<file path="src/rtl/mux4_rr_arbiter.sv">
// mux4_rr_arbiter
// Round-robin arbiter that owns the select lines of a shared 4:1 data mux.
// A request vector becomes a registered one-hot grant and a 2-bit select;
// the selected requester's word is registered onto dout. Grant tenure is
// bounded by MAX_HOLD cycles whenever another requester is waiting.
//
// Ports:
//   clk        rising-edge clock
//   rst        synchronous, active-high reset
//   req[3:0]   request per requester (bit k = requester k)
//   din        packed data, requester k at din[k*DW +: DW]
//   gnt[3:0]   registered one-hot grant, zero when idle
//   sel[1:0]   registered index of the current owner
//   dout       registered mux output
//   dout_valid dout carries a word from the current/just-finished owner
//   busy       high whenever gnt is non-zero
//
// state | meaning
// IDLE  | no owner; first requester found from ptr is granted next cycle
// GRANT | sel owns the mux; release, rotate or hold every cycle
module mux4_rr_arbiter #(
  parameter int DW       = 8,
  parameter int MAX_HOLD = 4
) (
  input  logic            clk,
  input  logic            rst,
  input  logic [3:0]      req,
  input  logic [4*DW-1:0] din,
  output logic [3:0]      gnt,
  output logic [1:0]      sel,
  output logic [DW-1:0]   dout,
  output logic            dout_valid,
  output logic            busy
);

  typedef enum logic {IDLE = 1'b0, GRANT = 1'b1} state_t;

  localparam logic [3:0] HOLD_MAX = 4'(MAX_HOLD);

  state_t      state, state_nxt;
  logic [1:0]  ptr, ptr_nxt;
  logic [3:0]  hold_cnt, hold_nxt;
  logic [3:0]  gnt_q, gnt_nxt;
  logic [1:0]  sel_q, sel_nxt;
  logic [3:0]  owner_bit;
  logic [3:0]  others;
  logic [2:0]  pick_ptr;
  logic [2:0]  pick_next;
  logic        leave;
  logic        take;
  logic [DW-1:0] din_sel;

  // Returns {found, index}; the lowest offset from start wins because it is
  // evaluated last.
  function automatic logic [2:0] rr_pick(input logic [1:0] start,
                                         input logic [3:0] r);
    logic [1:0] idx;
    rr_pick = 3'b000;
    for (int i = 3; i >= 0; i--) begin
      idx = start + 2'(i);
      if (r[idx]) rr_pick = {1'b1, idx};
    end
  endfunction

  always_ff @(posedge clk) begin
    if (rst) begin
      state    <= IDLE;
      ptr      <= 2'd0;
      hold_cnt <= 4'd0;
      gnt_q    <= 4'd0;
      sel_q    <= 2'd0;
    end else begin
      state    <= state_nxt;
      ptr      <= ptr_nxt;
      hold_cnt <= hold_nxt;
      gnt_q    <= gnt_nxt;
      sel_q    <= sel_nxt;
    end
  end

  always_comb begin
    owner_bit = 4'b0001 << sel_q;
    others    = req & ~owner_bit;
    pick_ptr  = rr_pick(ptr, req);
    // Excluding the owner covers both release (its bit is already 0) and
    // rotation (the owner must never win again).
    pick_next = rr_pick(sel_q + 2'd1, others);
    leave     = !req[sel_q] || ((hold_cnt == HOLD_MAX) && (|others));

    state_nxt = state;
    ptr_nxt   = ptr;
    hold_nxt  = hold_cnt;
    gnt_nxt   = gnt_q;
    sel_nxt   = sel_q;

    case (state)
      IDLE: begin
        if (pick_ptr[2]) begin
          state_nxt = GRANT;
          gnt_nxt   = 4'b0001 << pick_ptr[1:0];
          sel_nxt   = pick_ptr[1:0];
          hold_nxt  = 4'd1;
        end
      end
      GRANT: begin
        if (leave) begin
          ptr_nxt = sel_q + 2'd1;
          if (pick_next[2]) begin
            gnt_nxt  = 4'b0001 << pick_next[1:0];
            sel_nxt  = pick_next[1:0];
            hold_nxt = 4'd1;
          end else begin
            state_nxt = IDLE;
            gnt_nxt   = 4'd0;
          end
        end else if (hold_cnt != HOLD_MAX) begin
          hold_nxt = hold_cnt + 4'd1;
        end
      end
      default: state_nxt = IDLE;
    endcase
  end

  always_comb begin
    gnt  = gnt_q;
    sel  = sel_q;
    busy = (state == GRANT);
  end

  always_comb begin
    case (sel_q)
      2'd0:    din_sel = din[0*DW +: DW];
      2'd1:    din_sel = din[1*DW +: DW];
      2'd2:    din_sel = din[2*DW +: DW];
      default: din_sel = din[3*DW +: DW];
    endcase
    take = (state == GRANT) && req[sel_q];
  end

  always_ff @(posedge clk) begin
    if (rst) begin
      dout       <= '0;
      dout_valid <= 1'b0;
    end else begin
      dout_valid <= take;
      if (take) dout <= din_sel;
    end
  end

endmodule

</file>
<file path="config.mk">
export PLATFORM = sky130hd
export DESIGN_NAME = mux4_rr_arbiter
export DESIGN_NICKNAME = d
export VERILOG_FILES = /design/src/rtl/mux4_rr_arbiter.sv
export SDC_FILE = /design/constraint.sdc
export NUM_CORES = 1
export LEC_CHECK = 0
export CAP_MARGIN = 30
export CORE_UTILIZATION = 40
export DETAILED_ROUTE_END_ITERATION = 6
export GPL_ROUTABILITY_DRIVEN = 0
export PLACE_DENSITY = 0.76
export SLEW_MARGIN = 20
export SYNTH_ARGS = -nofsm -noshare
export SYNTH_HDL_FRONTEND = slang
export SYNTH_SLANG_ARGS = --single-unit
</file>
<file path="constraint.sdc">
create_clock -name clk -period 1.9 [get_ports clk]
set_input_delay 0.19 -clock clk [delete_from_list [all_inputs] [get_ports clk]]
set_output_delay 0.19 -clock clk [all_outputs]
set_load 0.1 [all_outputs]
</file>
### Word-level counts from Yosys, hierarchy flattened

Cells that the tools add are included.

| storage, ports and cells | value |
|---|---|
| input bits | 38 |
| logic and storage cells | 93 |
| register bits after elaboration | 22 |

| operators by class | value |
|---|---|
| bitwise operators | 3 |
| magnitude comparators | 9 |
| shifts and indexed selects | 3 |
| reductions and logical operators | 10 |
| equality and inequality tests | 9 |
| $add $sub $neg | 8 |
| mux-type cells | 44 |

Operators by type and width:

| cell | count |
|---|---|
| 4-bit two-way mux | 7 |
| 2-bit by 3-bit < comparator with 1-bit output (second input constant) | 9 |
| 3-bit two-way mux | 8 |
| 8-bit one-hot mux with 3 select lines | 1 |
| 1-bit binary-select mux with 2-bit select | 9 |
| 4-bit one-hot mux with 2 select lines | 2 |
| 1-bit two-way mux | 12 |
| 1-bit by 2-bit left shift with 4-bit output (first input constant) | 3 |
| 2-bit adder (second input constant) | 4 |
| 2-bit by 1-bit adder with 2-bit output (second input constant) | 3 |
| 2-bit two-way mux | 3 |
| 3-bit AND reduction | 2 |
| 4-bit by 1-bit adder with 4-bit output (second input constant) | 1 |
| 4-bit bitwise AND | 1 |
| 4-bit by 3-bit equality test with 1-bit output (second input constant) | 1 |
| 2-bit by 1-bit inequality test with 1-bit output (second input constant) | 2 |
| 4-bit by 3-bit inequality test with 1-bit output (second input constant) | 1 |
| 4-bit inverter | 1 |
| 2-bit one-hot mux with 2 select lines | 1 |
| 2-bit AND reduction | 2 |
| 4-bit OR reduction | 1 |
| 3-bit by 1-bit inequality test with 1-bit output (second input constant) | 1 |
| 3-bit inequality test (second input constant) | 1 |
| 2-bit by 1-bit equality test with 1-bit output (second input constant) | 1 |
| other kinds (8) | 9 |

### Logic depth before layout (Yosys ltp)

Gate-level depths: netlist (run 1).

| logic depth | value |
|---|---|
| word-level depth | 13 |
| gate-level depth with buffers | 9 |
| depth with buffers taken out | 7 |

### Least setup slack after synthesis (run 1)

Ideal clock, no wire load.

| path | value |
|---|---|
| kind | register to register |
| start point | reg sel_q[0] (netlist: sel[0]) |
| end point | reg gnt_q[1] (netlist: gnt[1]) |
| setup slack | -0.840 ns |
| library setup time | 0.123 ns |
| buffers on the path | 1 |
| stages on the path, launching flop included | 9 |
| arrival | 2.617 ns |
| cell sequence | dfxtp_1 > inv_1 > ha_1 > clkbuf_1 > nand3b_1 > a21boi_0 > a22o_1 > a221oi_1 > nor2_1 |

| on the way | value |
|---|---|
| word-level cells in the longest chain between the ends | 13 |
| elaborated cells on any way between the ends | 31 |
| classes of those cells | 4 x add/sub; 1 x eq/ne; 2 x shift; 17 x mux; 2 x bitwise; 5 x reduce/logical |

RTL lines:

| what | line | text |
|---|---|---|
| start, declared | 44 | `logic [1:0] sel_q, sel_nxt;` |
| start signal, assigned | 77 | `sel_q <= sel_nxt;` |
| parallel branches: the longest is 13 deep, another holds 2-bit by 1-bit adder with 2-bit output | - |  |
| end signal, assigned | 76 | `gnt_q <= gnt_nxt;` |
| end, declared | 43 | `logic [3:0] gnt_q, gnt_nxt;` |

Several ways; the timed one is not identified. The select of a mux whose other input is x is not followed.
A chain may end at the register's enable or synchronous reset.

### Final worst setup path (run 1)

Ends and elaborated chain as after synthesis.

==> parameters.txt, run 1 <==
Parameter                              Value

Run status
  Violated checks ... setup timing
  Result of the run ... finished, violations left

Placed design
  Instance area at placement ... about 2100 um^2
  I/O Buffers ... 53
  Cell total after placement ... 277
  Placed wire-length estimate after detailed placement ... approximately 3.5 mm

Synthesis
  Most used standard cells in the synthesized netlist ... 22 x sky130_fd_sc_hd__dfxtp_1, 17 x sky130_fd_sc_hd__nor2_1, 15 x sky130_fd_sc_hd__o21ai_0, 14 x sky130_fd_sc_hd__nand2_1, 11 x sky130_fd_sc_hd__mux2i_1
  Synthesized netlist net count ... 216
  Number of different library cells in the post-synthesis netlist ... 44
  Most used flip-flop cell after synthesis ... sky130_fd_sc_hd__dfxtp_1
  Share of synthesized area occupied by flip-flops and latches ... around 30%
  Share of Yosys cell area claimed by the top area cell type ... between 30 and 40%
  Yosys top cell by area ... sky130_fd_sc_hd__dfxtp_1
  Syn_area_per_cell ... about 8.4 um^2
  Cell types with the largest area share after synthesis ... sky130_fd_sc_hd__dfxtp_1 30%, sky130_fd_sc_hd__mux2i_1 7.6%, sky130_fd_sc_hd__a222oi_1 5.5%
  Post-synth EDFFs ... 0
  Yosys Warn Count ... 0
  Cells after synthesis ... between 150 and 200
  Cell with the most instances after synthesis ... sky130_fd_sc_hd__dfxtp_1
  Post-Syn Area ... roughly 1400 um^2
  Yosys reg bits ... 22
  Fraction of registers with async set or reset after synthesis ... 0%

Global route
  Aggregate global-route resource usage ... 23.8%
  Via count of the first global-routing pass ... around 1700
  Number of antenna violations at the first check in global routing ... 0
  Global route overflow ... 0
  Global-route wire length before repair ... between 7 and 8 mm
  Largest net degree at the start of global routing ... 17

Critical path
  Critical path's largest stage delay ... approximately 410 ps
  Endpoint required time on the critical path ... 2110 ps
  Endpoint class of the critical path ... flop
  CP max FO ... 5
  Startpoint-to-endpoint class of the critical path ... flop to flop
  Chain of cells forming the critical path ... inv_2 -> ha_2 -> nor2b_2 -> a21boi_1 -> a22o_1 -> a221oi_1 -> nor2_1
  Crit path launch type ... flop
  Crit path DAT ... roughly 2100 ps
  Slowest cell on the critical path ... sky130_fd_sc_hd__dfxtp_4

Final layout
  Total number of nets in the final design ... 282
  Number of antenna diodes ... 0
  Finished Cell Area ... between 2000 and 2500 um^2
  Area growth, synth to finish ... 58.7%
  Number of standard cells in the final layout excluding fillers ... ~280
  Fraction of final layout cells with drive strength greater than 1 ... 28.7%

Detailed routing
  First DRT Iteration DRCs ... about 170
  Uppermost signal routing layer after detailed routing ... met4
  Length of routed met2 wiring ... ~2.5 mm
  Sum of routed wire segments on met1 ... 1.91 mm
  Vias after detailed routing ... around 1600
  Per-cell via count in the routed design ... a little under 6
  Routed met3 length ... roughly 240 um
  Detailed Route WL ... 4.68 mm
  Antenna Violating Nets Remaining ... 0
  Drt first pass iters ... 5
  Per-cell routed wire length ... approximately 17 um
  Final routed DRC violation total ... 0

CTS
  Number of buffers inserted during clock tree synthesis ... 3
  Root cell of the clock tree ... sky130_fd_sc_hd__clkbuf_4
  Clock tree from TritonCTS ... built
  Clock Latency Late Sink ... 310 ps
  CTS clock-pin slew for the worst setup and hold paths ... about 130 ps
  Num Clock Sinks ... 22
  H-tree depth reported by CTS ... 1
  Bufs on Longest Clock Path ... 2
  Hold buffers post-CTS ... 0

Die
  Starting density of the core ... a little over two fifths
  Std-Cell Core Area ... between 3000 and 4000 um^2
  Site row count ... 21
  Overall die area ... just under 4000 um^2
  Die Span Y ... 62.1 um
  Count of boundary I/O pins ... 54
  Die X ... between 60 and 70 um

Timing
  Slew of the pin with the lowest slew margin ... 333 ps
  Clock period minus final worst setup slack ... between 1500 and 2000 ps
  FMAX ... 523 MHz
  Slack of the critical path ... -13.8 ps
  Number of failing hold endpoints at the final stage ... 0
  Final setup TNS ... -13.8 ps
  Final period utilization ... 101%
  Number of failing setup endpoints in the final timing report ... 1
  Fin Clk Skew ... 7.36 ps
  Worst slack on hold paths ... a little over 500 ps
  Final max-slew violation count ... 0
  Unrepaired setup endpoints after global routing ... true
  Worst-case headroom to the max-slew limit ... about 78%

Power and ir drop
  Power per standard cell area ... ~1100 nW/um^2
  Leakage power summed over all cells ... slightly above 0.9 nW
  Peak ir drop on the vdd network ... about 0.47 mV

Min path
  Worst hold path class ... flop to flop

Flow run
  Number of max-cap violations ... 0
[per-layer routing]
metal	GRT usage, %	up-vias
met4	7.56	0
met5	0	-
met2	43.5	64
li1	-	782
met1	28.4	785
met3	3.31	10
[where the power goes]
part	internal, mW	switching (mW)	total [mW]
clock network	0.213	0.149	0.362
logic	0.541	0.924	1.46
registers	0.540	0.0759	0.616
[metrics by stage]
stage	setup WS, ps	total power, mW	util [%]
2_1_floorplan	-121	1.62	-
5_1_grt	-75.2	2.57	67.7
4_1_cts	27.9	2.33	64.6
6_report	-13.8	2.44	67.7
3_5_place_dp	-199	1.96	62.6
3_3_place_gp	-146	1.92	62.6
[path summary, 6_finish.rpt]
| path | startpoint | endpoint | slack [ps] | cells after the start |
|---|---|---|---|---|
| worst max-delay path | sel[0] | gnt[1] | -10 | 7 |
| worst min-delay path | dout[3] | dout[3] | 520 | 2 |
| worst max register to register | sel[0] | gnt[1] | -10 | 7 |
| worst min register to register | dout[3] | dout[3] | 520 | 2 |
[critical path, delay by kind of cell (launching register included)]
family	cells	cell delay (ps)
AOI/OAI and AO/OA	3	790
and+or+nand+nor	2	300
buffers and inverters	1	70
adders and majority gates	1	220
DFF	1	410
[cells in the final DEF (no fill, tap or decap), types with 3 or more instances in the layout]
cell                              instances
sky130_fd_sc_hd__clkdlybuf4s50_1         37
sky130_fd_sc_hd__buf_4                   34
sky130_fd_sc_hd__dfxtp_1                 19
sky130_fd_sc_hd__nor2_1                  16
sky130_fd_sc_hd__nand2_1                 14
sky130_fd_sc_hd__o21ai_0                 14
sky130_fd_sc_hd__mux2i_1                 11
sky130_fd_sc_hd__a222oi_1                 8
sky130_fd_sc_hd__nor2b_1                  6
sky130_fd_sc_hd__a21oi_1                  5
sky130_fd_sc_hd__inv_1                    4
sky130_fd_sc_hd__nand2b_4                 4
sky130_fd_sc_hd__nand3b_1                 3
sky130_fd_sc_hd__nor3_1                   3
sky130_fd_sc_hd__ha_1                     3
sky130_fd_sc_hd__clkbuf_4                 3
[cells by family after synthesis]
group / after synthesis / synth area share, %
AO/OA/AOI/OAI: 55 / 28.6
adder cells (fa/ha/maj): 6 / 5.19
buffers and inverters: 16 / 4.58
flip-flops: 22 / 30.4
multiplexers: 12 / 9.17
AND/OR/NAND/NOR: 61 / 22.0
[flip-flops by register name, indices dropped and copies added, names as in the netlist]
register	cells
gnt	4
busy	1
dout	8
ptr	2
sel	2
hold_cnt	4
dout_valid	1
[cell type report]
type | instances | area, um^2
Clock buffer | 3 | 22.5
Clock inverter | 1 | 30.0
Fill cell | 275 | 1090
Inverter | 6 | 25.0
Multi-Input combinational cell | 134 | 1080
Sequential cell | 22 | 449
Tap cell | 46 | 57.6
Timing Repair Buffer | 71 | 626
[timing repair]
action	in CTS	in global routing
endpoints found under the setup margin	2	11
pin swaps	1	8
endpoints found under the hold margin	0	0
resized for setup	2	15
buffers inserted	0	2
(Power assumes the default switching activity.)
==> inputs of run 2 (changes only) <==
- CAP_MARGIN: 30 -> 20
==> results of run 2 <==
The final DEF is identical to that of run 1; final timing and power are the same.
==> inputs of run 3 (changes only) <==
- CELL_PAD_IN_SITES_DETAIL_PLACEMENT: not set -> 0
- CELL_PAD_IN_SITES_GLOBAL_PLACEMENT: not set -> 1
- CORE_ASPECT_RATIO: not set -> 0.75
- CORE_UTILIZATION: 40 -> 28
- PLACE_DENSITY: 0.76 -> not set
- PLACE_DENSITY_LB_ADDON: not set -> 0.1
==> run 3 against run 2 <==
  * The flow now finishes without violations
  * Sequential power fell by 1%
  * Core utilization fell by 21 points
  * Via count fell by 3.2%
  * Final cell count rose by 5.7%
  * Total power fell by 4.4%
  * Die area rose by 41%
  * Non-clock buffer count rose by 2
  * Maximum frequency rose by 3.6%
  * Global-route usage fell by 6.6 points
  * Register-to-register slack improved by 70 ps
  * Routed wire length fell by 3.7%
  * Largest power group unchanged
==> parameters.txt, run 3 (same netlist as run 1, synthesis figures left out) <==
Parameter                              Value

Run status
  Result of the run ... finished, final reports clean

Die
  Die X ... 85.0 um (+37%)
  Starting density of the core ... 29.4% (-13 points)
  Site row count ... 22 (+4.8%)
  Count of boundary I/O pins ... 54 (unchanged)
  Std-Cell Core Area ... 4930 um^2 (+45%)
  Overall die area ... 5460 um^2 (+41%)
  Die Span Y ... 64.2 um (+3.4%)

Power and ir drop
  Switching part of the total power ... 48.1% (+1.1 points)
  Part of the total power dissipated in the clock network ... 13.1% (-1.7 points)
  Power, Total ... 2.34 mW (-4.4%)
  Power per standard cell area ... 1020 nW/um^2 (-4.0%)
  Peak ir drop on the vdd network ... 0.463 mV (-2.2%)
  Net switching power ... 1.12 mW (-2.2%)
  Share of power burned in registers ... 26.0% (+0.8 points)
  Combinational share of power ... 60.8% (+0.8 points)
  Leakage power summed over all cells ... 0.910 nW (-0.50%)
  Internal Power ... 1.21 mW (-6.4%)

CTS
  H-tree depth reported by CTS ... 1 (unchanged)
  Number of buffers inserted during clock tree synthesis ... 3 (unchanged)
  Root cell of the clock tree ... sky130_fd_sc_hd__clkbuf_8
  Bufs on Longest Clock Path ... 2 (unchanged)
  Count of buffers added by post-CTS timing repair for setup ... 0 (unchanged)
  Clock tree from TritonCTS ... built
  Num Clock Sinks ... 22 (unchanged)
  CTS clock-pin slew for the worst setup and hold paths ... 90 ps (-40 ps)
  Clock Latency Late Sink ... 270 ps (-40 ps)

Global route
  Aggregate global-route resource usage ... 17.2% (-6.6 points)
  Via count of the first global-routing pass ... 1582 (-4.3%)
  Global route overflow ... 0 (unchanged)
  Number of antenna violations at the first check in global routing ... 0 (unchanged)
  Global-route wire length before repair ... 7.42 mm (-1.3%)
  Largest net degree at the start of global routing ... 17 (unchanged)

Timing
  Final period utilization ... 97.2% (-3.5 points)
  Fin Clk Skew ... 12.1 ps (+4.78 ps)
  Slack of the critical path ... 53.1 ps (+67.0 ps)
  Clock period minus final worst setup slack ... 1850 ps (-67.0 ps)
  Number of failing hold endpoints at the final stage ... 0 (unchanged)
  Worst-case headroom to the max-slew limit ... 77.7% (about the same)
  Worst slack on hold paths ... 505 ps (-13.6 ps)
  Final max-slew violation count ... 0 (unchanged)
  FMAX ... 541 MHz (+3.6%)
  Number of failing setup endpoints in the final timing report ... 0 (-1)
  Final setup TNS ... 0 ps (+13.8 ps)
  Slew of the pin with the lowest slew margin ... 335 ps (+1.54 ps)

Critical path
  Cell count along the critical path ... 5 (-2)
  Largest delay share family, worst path ... multiplexers
  Endpoint class of the critical path ... flop
  Crit path launch ... sel[0]
  Startpoint-to-endpoint class of the critical path ... flop to flop
  Reg2Reg Depth ... 5 (-2)
  RR Endpoint ... hold_cnt[3]
  Crit path buffers/inverters ... 0 (-1)
  Endpoint required time on the critical path ... 2060 ps (-50 ps)
  Launch instance of the worst register-to-register path ... sel[0]
  Crit path DAT ... 2000 ps (-120 ps)
  Slowest cell on the critical path ... sky130_fd_sc_hd__mux4_2
  CP max FO ... 7 (+2)
  Chain of cells forming the critical path ... mux4_2 -> and2_4 -> a21o_4 -> and3_1 -> a31o_1
  Register-to-Register Setup Slack ... 50 ps (+70 ps)
  Worst Setup EP ... hold_cnt[3]
  Crit path launch type ... flop
  Critical path's largest stage delay ... 550 ps (+140 ps)

Detailed routing
  Per-cell routed wire length ... 15.1 um (-8.8%)
  First DRT Iteration DRCs ... 77 (-54%)
  Drt first pass iters ... 4 (-1)
  Per-cell via count in the routed design ... 5.31 (-8.4%)
  Antenna Violating Nets Remaining ... 0 (unchanged)
  Vias after detailed routing ... 1588 (-3.2%)
  Final routed DRC violation total ... 0 (unchanged)
  Detailed Route WL ... 4.51 mm (-3.7%)

Final layout
  Total number of nets in the final design ... 284 (+0.71%)
  Number of antenna diodes ... 0 (unchanged)
  Area growth, synth to finish ... 58.0%
  Commonest non-fill, non-tap cells in the layout ... 37 x sky130_fd_sc_hd__clkdlybuf4s50_1, 36 x sky130_fd_sc_hd__buf_4, 19 x sky130_fd_sc_hd__dfxtp_1
  Finished Cell Area ... 2280 um^2 (-0.44%)
  Fraction of final layout cells with drive strength greater than 1 ... 28.0% (-0.66 points)
  Largest Register ... dout
  Most frequent standard cell in the layout excluding fill and tap cells ... sky130_fd_sc_hd__clkdlybuf4s50_1
  # fillers ... 496 (+80%)
  Max FFs per register ... 8 (unchanged)

Min path
  Worst hold path class ... flop to flop

Placed design
  Worst setup timing slack at the placement stage ... -174 ps (+24.8 ps)
  I/O Buffers ... 53 (unchanged)
  Instance area at placement ... 2170 um^2 (+2.2%)
  Placed wire-length estimate after detailed placement ... 3.62 mm (+2.8%)

Flow run
  Number of max-cap violations ... 0 (unchanged)
run 3: cell count changes in the layout (fill, tap and decap cells not counted), moves of 2 or more:
| cell | before | now |
|---|---|---|
| sky130_fd_sc_hd__clkbuf_4 | 3 | 0 |
| sky130_fd_sc_hd__buf_4 | 34 | 36 |
| sky130_fd_sc_hd__a21oi_2 | 2 | 0 |
| sky130_fd_sc_hd__a21oi_1 | 5 | 7 |
| sky130_fd_sc_hd__clkbuf_8 | 0 | 3 |
run 3: metrics by stage:
stage	utilization (%)	cells
after detailed placement	44.0	295
after CTS	45.1	299
after global placement	44.0	295
after global routing	46.4	299
final	46.4	299
after floorplan	-	172
run 3: worst min-delay path by stage:
| stage | startpoint | endpoint | slack (ps) | cells after the start |
|---|---|---|---|---|
| global placement | dout[0] | dout[0] | 480 | 2 |
| global route | hold_cnt[3] | hold_cnt[3] | 540 | 1 |
| finish | dout[1] | dout[1] | 510 | 2 |
| floorplan | din[28] | dout[4] | 440 | 4 |
| detailed placement | dout[1] | dout[1] | 490 | 2 |
| CTS | dout[1] | dout[1] | 510 | 2 |
run 3: timing repair:
item | CTS | global route
pin swaps | 1 | 2
hold buffers | 0 | 0
resized for setup | 1 | 11
endpoints found under the setup margin | 1 | 10
run 3: layer usage:
layer | wire length (um) | up-vias | share of wire (%) | global-route usage [%]
met5 | 0 | - | 0 | 0
met4 | 18 | 0 | 0.40 | 2.54
met3 | 144 | 4 | 3.2 | 3.36
met2 | 2230 | 24 | 49 | 30.9
met1 | 2120 | 775 | 47 | 21.7
li1 | - | 785 | - | -
run 3: worst min-delay path, stage by stage, from the launching register on:
cell and delay (ps):
sky130_fd_sc_hd__dfxtp_1 330, sky130_fd_sc_hd__mux2i_1 70, sky130_fd_sc_hd__nor2_1 70
run 3: final cells by class:
type	instances	area (um^2)	area share (%)
inverter	6	25.0	1.10
multi-input combinational	134	1050	45.9
tap	60	75.1	3.29
clock buffer	4	45.0	1.97
sequential	22	449	19.7
timing repair buffer	73	641	28.0
run 3: power by group through the flow:
stage / registers (mW) / logic (mW) / clock network, mW
detailed placement: 0.618 / 1.36 / 0
global placement: 0.613 / 1.34 / 0
CTS: 0.608 / 1.37 / 0.320
finish: 0.608 / 1.42 / 0.307
global route: 0.620 / 1.51 / 0.334
floorplan: 1.04 / 0.577 / 0
